===== src/rtl/vote_logger.sv =====
// Per-candidate vote accumulator with post-vote lockout, multi-press rejection and result readout.
// Optional macro VOTE_SATURATE_EN: counters hold at their maximum instead of wrapping.
module vote_logger #(
  parameter int NUM_CAND       = 4,
  parameter int CNT_W          = 8,
  parameter int LOCKOUT_CYCLES = 16,
  parameter int SEL_W          = 2
) (
  input  logic                clk,
  input  logic                reset,
  input  logic                mode,
  input  logic [NUM_CAND-1:0] valid_vote,
  input  logic [SEL_W-1:0]    sel,
  output logic [CNT_W-1:0]    result,
  output logic                vote_ack,
  output logic                reject,
  output logic [NUM_CAND-1:0] vote_led,
  output logic                busy
);

  localparam int TMR_W = $clog2(LOCKOUT_CYCLES + 1);
  localparam int IDX_W = $clog2(NUM_CAND);

  typedef enum logic [1:0] {VOTE, LOCK, RESULT} state_t;

  state_t              state, state_next;
  logic [TMR_W-1:0]    timer, timer_next;
  logic [CNT_W-1:0]    counters [NUM_CAND];
  logic [CNT_W-1:0]    result_next;
  logic [CNT_W-1:0]    sel_count;
  logic [NUM_CAND-1:0] led_next;
  logic [IDX_W-1:0]    vote_idx;
  logic                single_vote;
  logic                ack_next, reject_next, inc_en;

  // A non-zero value with no second bit set is a legal single press.
  assign single_vote = (valid_vote != '0) &&
                       ((valid_vote & (valid_vote - NUM_CAND'(1))) == '0);

  always_comb begin
    vote_idx = '0;
    for (int i = 0; i < NUM_CAND; i++) begin
      if (valid_vote[i]) vote_idx = IDX_W'(i);
    end
  end

  // Out-of-range selections read as zero.
  always_comb begin
    sel_count = '0;
    for (int i = 0; i < NUM_CAND; i++) begin
      if (int'(sel) == i) sel_count = counters[i];
    end
  end

  always_comb begin
    state_next  = state;
    timer_next  = timer;
    ack_next    = 1'b0;
    reject_next = 1'b0;
    led_next    = vote_led;
    result_next = '0;
    inc_en      = 1'b0;
    case (state)
      VOTE: begin
        if (mode) begin
          state_next = RESULT;
        end else if (single_vote) begin
          inc_en     = 1'b1;
          ack_next   = 1'b1;
          led_next   = valid_vote;
          timer_next = TMR_W'(LOCKOUT_CYCLES - 1);
          state_next = LOCK;
        end else if (valid_vote != '0) begin
          reject_next = 1'b1;
        end
      end
      LOCK: begin
        if (timer == '0) begin
          state_next = VOTE;
          led_next   = '0;
        end else begin
          timer_next = timer - TMR_W'(1);
        end
      end
      RESULT: begin
        if (mode) result_next = sel_count;
        else      state_next  = VOTE;
      end
      default: state_next = VOTE;
    endcase
  end

  always_ff @(posedge clk) begin
    if (reset) begin
      state    <= VOTE;
      timer    <= '0;
      vote_ack <= 1'b0;
      reject   <= 1'b0;
      vote_led <= '0;
      result   <= '0;
    end else begin
      state    <= state_next;
      timer    <= timer_next;
      vote_ack <= ack_next;
      reject   <= reject_next;
      vote_led <= led_next;
      result   <= result_next;
    end
  end

  always_ff @(posedge clk) begin
    if (reset) begin
      for (int i = 0; i < NUM_CAND; i++) counters[i] <= '0;
    end else if (inc_en) begin
`ifdef VOTE_SATURATE_EN
      if (counters[vote_idx] != '1) counters[vote_idx] <= counters[vote_idx] + CNT_W'(1);
`else
      counters[vote_idx] <= counters[vote_idx] + CNT_W'(1);
`endif
    end
  end

  assign busy = (state != VOTE);

endmodule


===== config.mk =====
export PLATFORM = sky130hd
export DESIGN_NAME = vote_logger
export DESIGN_NICKNAME = d
export VERILOG_FILES = /design/src/rtl/vote_logger.sv
export SDC_FILE = /design/constraint.sdc
export NUM_CORES = 1
export LEC_CHECK = 0
export BUFFER_PORTS_ARGS = -buffer_cell sky130_fd_sc_hd__buf_2
export CORE_ASPECT_RATIO = 0.7
export CORE_UTILIZATION = 55
export DETAILED_ROUTE_END_ITERATION = 10
export GPL_ROUTABILITY_DRIVEN = 0
export GPL_TIMING_DRIVEN = 0
export PLACE_DENSITY = 0.76
export SLEW_MARGIN = 25
export SYNTH_ARGS = -nofsm -noshare
export SYNTH_HDL_FRONTEND = slang
export SYNTH_SLANG_ARGS = --single-unit

===== constraint.sdc =====
create_clock -name clk -period 7.4 [get_ports clk]
set_clock_uncertainty 0.1 [all_clocks]
set_input_delay 0.74 -clock clk [delete_from_list [all_inputs] [get_ports clk]]
set_output_delay 0.74 -clock clk [all_outputs]
set_load 0.03 [all_outputs]

==> results of run 1 <==
==> kinds of logic after synthesis <==
kind of cell             Yosys count  share of synthesized area, %
AO/OA/AOI/OAI                     22                          6.76
flip-flops                        53                          52.6
XOR/XNOR                           7                          2.33
buffers and inverters             24                          4.19
multiplexers                      17                          10.3
adder cells (fa/ha/maj)            4                          1.81
AND/OR/NAND/NOR                  105                          22.0
==> flip-flops by register name, indices dropped and copies added, names as in the netlist <==
signal	cells
counters	32
reject	1
result	8
state	2
timer	5
vote_ack	1
vote_led	4
==> cell type report <==
type	count	area (µm²)
clock inverters	1	5.00
clock buffers	7	96.3
multi-input cells	155	1140
repair buffers	19	95.1
plain buffers	13	68.8
inverters	11	41.3
flip-flops and latches	53	1380
well taps	55	68.8
fillers	346	1560
==> power groups by stage <==
stage / registers, mW / logic [mW] / clock network, mW
CTS: 0.333 / 0.0849 / 0.180
detailed placement: 0.340 / 0.0845 / 0
global placement: 0.339 / 0.0827 / 0
finish: 0.333 / 0.0860 / 0.177
global route: 0.335 / 0.0929 / 0.192
floorplan: 0.342 / 0.0596 / 0
==> worst reg2reg max path, cell delays in order, from the launching register on <==
cell      delay (ns)
dfxtp_1         0.34
or3_4           0.42
or2_0           0.23
or3_1           0.36
or3_1           0.32
buf_2           0.20
nand2b_1        0.38
==> metal layers <==
metal	global-route usage, %	vias up	wire [µm]	part of all wire [%]
met5	0	-	0	0
met4	5.81	0	51	0.90
met3	5.25	9	420	7.4
met2	34.8	81	2460	43
met1	36.3	931	2750	48
li1	-	901	-	-
==> placed cells by master (no fill, tap or decap), types with 5 or more instances in the layout <==
cell type,netlist,final
edfxtp_1,32,32
nor2_1,26,26
buf_2,4,23
dfxtp_1,21,21
nor3_1,19,19
nand2_1,14,14
inv_1,11,11
and3_1,10,10
mux2i_1,9,9
mux4_2,8,8
clkbuf_1,7,7
clkbuf_8,0,7
nand3_1,6,6
nand2b_1,6,6
xor2_1,5,5
nor3b_1,5,5
a21oi_1,5,5
==> stage by stage <==
stage | cells | cell area, µm² | total power [mW]
floorplan | 232 | 2630 | 0.401
global placement | 306 | 2790 | 0.422
detailed placement | 306 | 2790 | 0.424
CTS | 314 | 2890 | 0.598
global route | 314 | 2890 | 0.620
finish | 314 | 2890 | 0.596
==> worst min-delay path by stage <==
stage,end,slack (ns),start,cells after the start
final,vote_led[2]$_SDFFE_PP0P_,0.38,vote_led[2]$_SDFFE_PP0P_,2
after global routing,vote_led[2]$_SDFFE_PP0P_,0.40,vote_led[2]$_SDFFE_PP0P_,2
after CTS,vote_led[2]$_SDFFE_PP0P_,0.37,vote_led[2]$_SDFFE_PP0P_,2
after detailed placement,vote_led[2]$_SDFFE_PP0P_,0.36,vote_led[2]$_SDFFE_PP0P_,2
after global placement,vote_led[2]$_SDFFE_PP0P_,0.35,vote_led[2]$_SDFFE_PP0P_,2
after floorplan,state[1]$_SDFFE_PP0P_,0.40,state[0]$_SDFFE_PP0P_,1
==> run_results.csv, run 1 <==
group,metric,value,unit
outcome,status,"completed",
finish,fin_nets,270,
setup_path,worstReg2RegStart,"state[0]$_SDFFE_PP0P_",
floorplanning,dieHeight,59.8,µm
setup_path,crit_type,"in2reg",
grt,grt_max_degree,16,
clock_network,clkSlewWorstSetupHoldPaths,0.09,ns
sta,slew_headroom,49.5,%
yosys,synthTopCellsByArea,"edfxtp_1 37%, dfxtp_1 16%, mux4_2 6.9%",
setup_path,r2r-end,"counters[2][1]$_SDFFCE_PN0P_",
setup_path,critPathCaptureType,"flop",
sta,fmax,0.353,GHz
setup_path,path_depth,7,
setup_path,r2r_cells,6,
sta,tightestPinTransition,0.755,ns
grt,grt_pass1_vias,1690,
yosys,yosysMostFrequentCell,"edfxtp_1",
yosys,synth_flop_cell,"edfxtp_1",
drt,route.detailed.drc,0,
yosys,syn_nets,244,
setup_path,rrSetupSlack,4.70,ns
yosys,synth_top_cell_by_area,"edfxtp_1",
yosys,synth_top_area_share,36.6,%
power_and_ir_drop,combPwrFrac,14.4,%
sta,setup_violations,0,
setup_path,cp_cell_sequence,"buf_2 > or3_4 > or2_0 > or3_1 > or3_1 > buf_2 > nand2b_1",
power_and_ir_drop,vdd_drop_max,0.000147,V
floorplanning,rows,20,
clock_network,clockBufferDepth,2,
job,drv_cap,0,
drt,ant_nets,0,
drt,drt_iter0_drc,184,
finish,post-route-util,64.9,%
yosys,yosysSeqAreaShare,52.6,%
sta,rsz0062_at_grt,"no",
setup_path,crit_family,"simple AND/OR/NAND/NOR gates",
sta,fin_hold_ws,0.375,ns
drt,routed_via_density,6.12,
clock_network,hold_buffers,0,
floorplanning,io_pins,24,
floorplanning,core,4450,µm²
grt,grt_pass1_wl,8720,µm
power_and_ir_drop,p_int,441,µW
floorplanning,die-area,5060,µm²
power_and_ir_drop,clock_power_share,29.7,%
setup_path,cp-startpoint,"mode",
sta,finalCriticalPeriod,2.83,ns
yosys,synth_common_cells,"32 x edfxtp_1, 26 x nor2_1, 21 x dfxtp_1",
yosys,syn_avg_cell_area,11.3,µm²
grt,grt_usage,23.8,%
place,post-place-ws,4.27,ns
setup_path,cp_num_buf_inv,2,
power_and_ir_drop,p_seq_share,55.9,%
power_and_ir_drop,p_sw_share,26.0,%
yosys,synthCells,232,
setup_path,crit_path_end,"counters[2][1]$_SDFFCE_PN0P_",
setup_path,max_stage_delay,0.38,ns
setup_path,arrival,2.69,ns
drt,drt_wl_total,5690,µm
floorplanning,die_w,84.6,µm
setup_path,crit_slowest_cell,"nand2b_1",
drt,vias,1922,
sta,finalMaxSlewViolations,0,
yosys,syn_area,2630,µm²
clock_network,cts_setup_buffers,0,
yosys,yosysWarnings,0,
sta,setup_tns,0,ns
clock_network,clockRootBuffer,"clkbuf_8",
clock_network,clkLatencyLatePin,0.31,ns
setup_path,startpoint_type,"primary input",
worst_hold_path,hp-class,"reg2reg",
sta,fin_crit_sh,38.3,%
sta,setup_ws,4.57,ns
yosys,postSynth.asyncResetShare,0,%
place,io_buffers,19,
clock_network,cts_htree_levels,2,
clock_network,cts_resized,0,
yosys,ys_types,43,
finish,drive_gt1_share,21.2,%
clock_network,cts.sinks,53,
finish,syn_to_final_growth,10.1,%
drt,wire_per_inst,18.1,µm
clock_network,cts_buffers,5,
yosys,synth_edf_count,32,
power_and_ir_drop,net-switching-power,155,µW
clock_network,cts_tree,"yes",
finish,diodes,0,
sta,hold_violations,0,
power_and_ir_drop,power_density,206,nW/µm²
place,dp_hpwl,4100,µm
grt,grt.overflow.total,0,
power_and_ir_drop,p_leak,1.14,nW
yosys,yosys_register_bits,53,
floorplanning,initial_core_util,59.0,%
setup_path,crit_fanout,8,
setup_path,required,7.26,ns
grt,antenna_found_initial,0,
drt,first_pass_iters,7,
Power figures use the tool's default switching activity.
==> run 2: changes to the inputs <==
- clock period: 7.4 -> 2.7 ns (I/O delays scaled with it)
==> run 2 against run 1 <==
  * Register-to-register slack worse by 4.5 ns
  * Cell count unchanged
  * Hold slack worse by 0.15 ns
  * Core utilization up 0.17 points
  * Sequential power rose to 2.7 times the previous value
  * Non-clock buffer count unchanged
  * Global-route usage unchanged
  * Worst setup slack worse by 4.4 ns
  * Combinational power rose to 2.7 times the previous value
  * First-iteration DRC count up 1.1%
  * Via count up 0.47%
  * Largest cell class unchanged
==> run_results.csv, run 2 (synthesized netlist as in run 1, its figures left out) <==
group,metric,value,unit
outcome,status,"completed",
grt,grt_max_degree,16,
floorplanning,core,4450,µm²
clock_network,clockRootBuffer,"clkbuf_8",
sta,setup_tns,0,ns
finish,design_area,2900,µm²
setup_path,crit_family,"simple AND/OR/NAND/NOR gates",
floorplanning,initial_core_util,59.0,%
setup_path,max_stage_delay,0.42,ns
finish,reg_top3,"counters x32, result x8, timer x5",
grt,antenna_found_initial,0,
power_and_ir_drop,clock_power_share,29.7,%
drt,vias,1931,
finish,final_common_cell,"edfxtp_1",
sta,finalCriticalPeriod,2.54,ns
finish,regMostFlops,"counters",
floorplanning,dieHeight,59.8,µm
finish,diodes,0,
floorplanning,io_pins,24,
drt,wire_per_inst,18.1,µm
finish,fin_nets,270,
floorplanning,die-area,5060,µm²
floorplanning,die_w,84.6,µm
power_and_ir_drop,p_leak,1.14,nW
setup_path,path_common_cell,"or3_1",
clock_network,clkSlewWorstSetupHoldPaths,0.10,ns
place,place_area,2790,µm²
grt,grt_usage,23.8,%
clock_network,clockBufferDepth,2,
setup_path,arrival,2.43,ns
power_and_ir_drop,power.total,1.64,mW
clock_network,clkLatencyLatePin,0.31,ns
sta,fmax,0.394,GHz
power_and_ir_drop,net-switching-power,425,µW
sta,slew_headroom,48.6,%
clock_network,hold_buffers,0,
drt,drt_wl_total,5670,µm
finish,mostFrequentLayoutCells,"32 x edfxtp_1, 26 x nor2_1, 23 x buf_2",
drt,first_pass_iters,8,
setup_path,required,2.59,ns
sta,rsz0062_at_grt,"no",
setup_path,cp_num_buf_inv,1,
power_and_ir_drop,power_density,564,nW/µm²
floorplanning,rows,20,
sta,fin_hold_ws,0.224,ns
power_and_ir_drop,p_int,1.21,mW
worst_hold_path,hp-class,"in2reg",
finish,layout.cells.non_filler,314,
finish,drive_gt1_share,22.4,%
setup_path,cp_cell_sequence,"or3_4 > or2_0 > or3_1 > or3_1 > buf_2 > nand2b_2",
place,io_buffers,19,
sta,tightestPinTransition,0.769,ns
finish,post-route-util,65.1,%
place,placed_cells,306,
power_and_ir_drop,combPwrFrac,14.4,%
setup_path,crit_type,"reg2reg",
job,drv_cap,0,
drt,routed_via_density,6.15,
finish,largest_reg_flops,32,
setup_path,startpoint_type,"flop",
setup_path,critPathCaptureType,"flop",
clock_network,cts.sinks,53,
power_and_ir_drop,p_seq_share,55.8,%
power_and_ir_drop,p_sw_share,26.0,%
clock_network,cts_tree,"yes",
sta,setup_violations,0,
grt,grt.overflow.total,0,
drt,route.detailed.drc,0,
sta,setup_ws,0.161,ns
grt,grt_pass1_vias,1690,
sta,hold_violations,0,
setup_path,crit_slowest_cell,"or3_4",
sta,fin_crit_sh,94.0,%
place,dp_hpwl,4100,µm
place,post-place-ws,0.0336,ns
grt,grt_pass1_wl,8720,µm
drt,ant_nets,0,
drt,drt_iter0_drc,186,
setup_path,crit_fanout,8,
power_and_ir_drop,vdd_drop_max,0.000402,V
sta,finalMaxSlewViolations,0,
clock_network,cts_htree_levels,2,
clock_network,cts_buffers,5,
finish,syn_to_final_growth,10.4,%
[run 2: cell counts in the layout (fill, tap and decap cells not counted)]
Identical to the previous run, type by type.
[run 2: what timing repair did]
| item | 4_1_cts | 5_1_grt |
|---|---|---|
| endpoints found under the hold margin | 0 | 0 |
| resized for setup | 0 | 3 |
| buffers inserted | 0 | 0 |
| setup endpoints to repair | 0 | 24 |
[run 2: final cells by class]
cell class	instances	area, µm²
plain buffers	13	68.8
clock buffers	7	96.3
clock inverters	1	5.00
fillers	345	1550
inverters	11	41.3
multi-input cells	155	1140
flip-flops and latches	53	1380
well taps	55	68.8
repair buffers	19	95.1
[run 2: final timing paths]
check | start | slack [ns] | endpoint | depth (start not counted)
worst min register to register | vote_led[2]$_SDFFE_PP0P_ | 0.38 | vote_led[2]$_SDFFE_PP0P_ | 2
worst max-delay path | state[0]$_SDFFE_PP0P_ | 0.16 | counters[2][6]$_SDFFCE_PN0P_ | 6
worst max register to register | state[0]$_SDFFE_PP0P_ | 0.16 | counters[2][6]$_SDFFCE_PN0P_ | 6
worst min-delay path | reset | 0.22 | state[1]$_SDFFE_PP0P_ | 2
[run 2: power by group through the flow]
stage	sequential, mW	combinational, mW	clock (mW)
2_1_floorplan	0.937	0.163	0
3_3_place_gp	0.930	0.227	0
6_report	0.914	0.236	0.486
5_1_grt	0.918	0.255	0.526
3_5_place_dp	0.931	0.232	0
4_1_cts	0.913	0.233	0.492
[run 2: per-layer routing]
metal	vias to the layer above	GRT usage [%]	wire length [µm]
met1	920	36.3	2650
met4	0	5.81	40
li1	905	-	-
met5	-	0	0
met3	7	5.25	534
met2	99	34.8	2450
[run 2: worst register-to-register path, delay by kind of cell (launching register included)]
family	cells	cell delay, ns
buffers and inverters	1	0.21
DFF	1	0.35
and+or+nand+nor	5	1.57
==> run 3: changes to the inputs <==
- ABC_AREA: not set -> 1
- GPL_TIMING_DRIVEN: 0 -> not set
- PLACE_DENSITY: 0.76 -> 0.75
==> run 3 against run 2 <==
  * Flip-flop and latch count did not move
  * Final area rose by 4.9%
  * Clock power is 6.0% lower
  * Highest routed layer unchanged
  * Core utilization down 2.2 points
  * Fmax rose by 24%
  * Critical endpoint unchanged
  * Synthesized cell count rose by 39%
  * Routed wire length rose by 16%
  * Worst setup slack better by 0.49 ns
  * Largest power group unchanged
  * Critical path type is now in2reg
  * Global-route usage is 3.1 points higher
==> run_results.csv, run 3 <==
group,metric,value,unit
outcome,status,"completed",
finish,final_common_cell,"nand2_1",
drt,ant_nets,0,
place,place_area,2950,µm²
yosys,syn_nets,334,
power_and_ir_drop,p_leak,1.44,nW
sta,tightestPinTransition,0.621,ns
sta,finalCriticalPeriod,2.05,ns
sta,finalMaxSlewViolations,0,
sta,fmax,0.489,GHz
sta,fin_hold_ws,0.115,ns
yosys,yosysWarnings,0,
yosys,yosysMostFrequentCell,"nand2_1",
power_and_ir_drop,power_density,527,nW/µm²
yosys,ys_types,39,
grt,antenna_found_initial,0,
finish,largest_reg_flops,32,
yosys,yosys_register_bits,53,
worst_hold_path,hp-class,"in2reg",
drt,routed_via_density,5.62,
clock_network,clkSlewWorstSetupHoldPaths,0.09,ns
finish,fin_nets,358,
clock_network,cts_buffers,5,
yosys,syn_avg_cell_area,8.71,µm²
yosys,syn_area,2800,µm²
setup_path,critPathCaptureType,"flop",
setup_path,crit_slowest_cell,"buf_2",
grt,grt_max_degree,16,
power_and_ir_drop,power.total,1.61,mW
yosys,synth_common_cells,"71 x nand2_1, 50 x nor2_1, 39 x inv_1",
finish,reg_top3,"counters x32, result x8, timer x5",
finish,drive_gt1_share,18.4,%
yosys,synth_top_cell_by_area,"edfxtp_1",
setup_path,crit_fanout,9,
floorplanning,initial_core_util,58.0,%
sta,setup_tns,0,ns
clock_network,cts_setup_buffers,0,
drt,wire_per_inst,15.8,µm
setup_path,required,2.64,ns
sta,slew_headroom,58.4,%
place,post-place-ws,0.409,ns
drt,drt_wl_total,6570,µm
grt,grt_usage,26.9,%
finish,diodes,0,
drt,drt_iter0_drc,344,
setup_path,crit_type,"in2reg",
floorplanning,die_w,87.3,µm
place,io_buffers,23,
sta,fin_crit_sh,75.8,%
grt,grt.overflow.total,0,
sta,setup_violations,0,
yosys,synth_edf_count,32,
clock_network,hold_buffers,0,
yosys,synthTopCellsByArea,"edfxtp_1 34%, dfxtp_1 15%, nand2_1 9.5%",
place,dp_hpwl,4970,µm
setup_path,max_stage_delay,0.23,ns
drt,vias,2339,
sta,rsz0062_at_grt,"no",
drt,route.detailed.drc,0,
drt,first_pass_iters,6,
grt,grt_pass1_wl,10300,µm
setup_path,startpoint_type,"primary input",
finish,syn_to_final_growth,8.52,%
yosys,synth_flop_cell,"edfxtp_1",
yosys,yosysSeqAreaShare,49.3,%
sta,setup_ws,0.653,ns
floorplanning,core,4830,µm²
grt,grt_pass1_vias,1978,
clock_network,cts_htree_levels,2,
yosys,synth_top_area_share,34.3,%
clock_network,clkLatencyLatePin,0.31,ns
floorplanning,io_pins,24,
clock_network,clockRootBuffer,"clkbuf_8",
finish,mostFrequentLayoutCells,"71 x nand2_1, 50 x nor2_1, 39 x inv_1",
setup_path,crit_family,"simple AND/OR/NAND/NOR gates",
setup_path,cp_num_buf_inv,2,
sta,hold_violations,0,
setup_path,cp_cell_sequence,"buf_2 > inv_6 > nand2_4 > nand2_1 > nand2_1 > nand2_1 > nand3_2 > ha_1 > nand4_1 > nor2_2 > nand2_1 > nand2_1 > a21oi_1",
yosys,synthCells,322,
clock_network,clockBufferDepth,2,
clock_network,cts_tree,"yes",
clock_network,cts.sinks,53,
yosys,postSynth.asyncResetShare,0,%
floorplanning,dieHeight,61.7,µm
finish,regMostFlops,"counters",
job,drv_cap,0,
setup_path,arrival,1.99,ns
clock_network,cts_resized,0,
setup_path,path_common_cell,"nand2_1",
floorplanning,rows,21,
finish,design_area,3040,µm²
power_and_ir_drop,vdd_drop_max,0.000350,V
floorplanning,die-area,5390,µm²
-- run 3: per-layer routing --
layer  GRT usage [%]  up-vias  part of all wire (%)  wire [µm]
li1                -     1112                     -          -
met1            42.4     1058                    48       3140
met2            35.8      148                    38       2520
met3            7.93       21                    12        785
met4            6.32        0                   1.8        118
met5               0        -                     0          0
-- run 3: logic make-up (layout without fill, tap and decap cells) --
family	count (synthesis)	after routing	synth area share (%)
simple gates	175	175	31.4
flops	53	53	49.3
buf+inv	52	77	8.57
compound gates	37	37	8.26
fa+ha+maj	3	3	1.34
xor+xnor	2	2	1.16
-- run 3: worst register-to-register path, delay by kind of cell (launching register included) --
family	cells	cell delay [ns]
DFF	1	0.43
adders and majority gates	1	0.26
and+or+nand+nor	8	0.82
AOI/OAI and AO/OA	1	0.25
-- run 3: worst paths after layout --
check                               startpoint                            to  slack, ns  cells after the start
hold / removal                            mode         state[1]$_SDFFE_PP0P_       0.11                      3
setup reg to reg  counters[0][0]$_SDFFCE_PN0P_  counters[2][6]$_SDFFCE_PN0P_       0.65                     10
hold reg to reg       vote_led[3]$_SDFFE_PP0P_      vote_led[3]$_SDFFE_PP0P_       0.38                      2
setup / recovery                 valid_vote[2]  counters[2][6]$_SDFFCE_PN0P_       0.65                     13
-- run 3: layout make-up --
class,instances,area (µm²)
fill,412,1790
multi-input combinational,217,1180
tap,69,86.3
timing repair buffer,23,115
clock buffer,8,90.1
sequential,53,1380
inverter,46,188
-- run 3: through the flow --
stage | util, % | instances
floorplan | - | 322
global placement | 61.1 | 408
detailed placement | 61.1 | 408
CTS | 62.9 | 416
global route | 62.9 | 416
finish | 62.9 | 416
-- run 3: power by group --
part	switching [mW]	internal (mW)
registers	0.0200	0.889
clock network	0.248	0.210
logic	0.172	0.0665
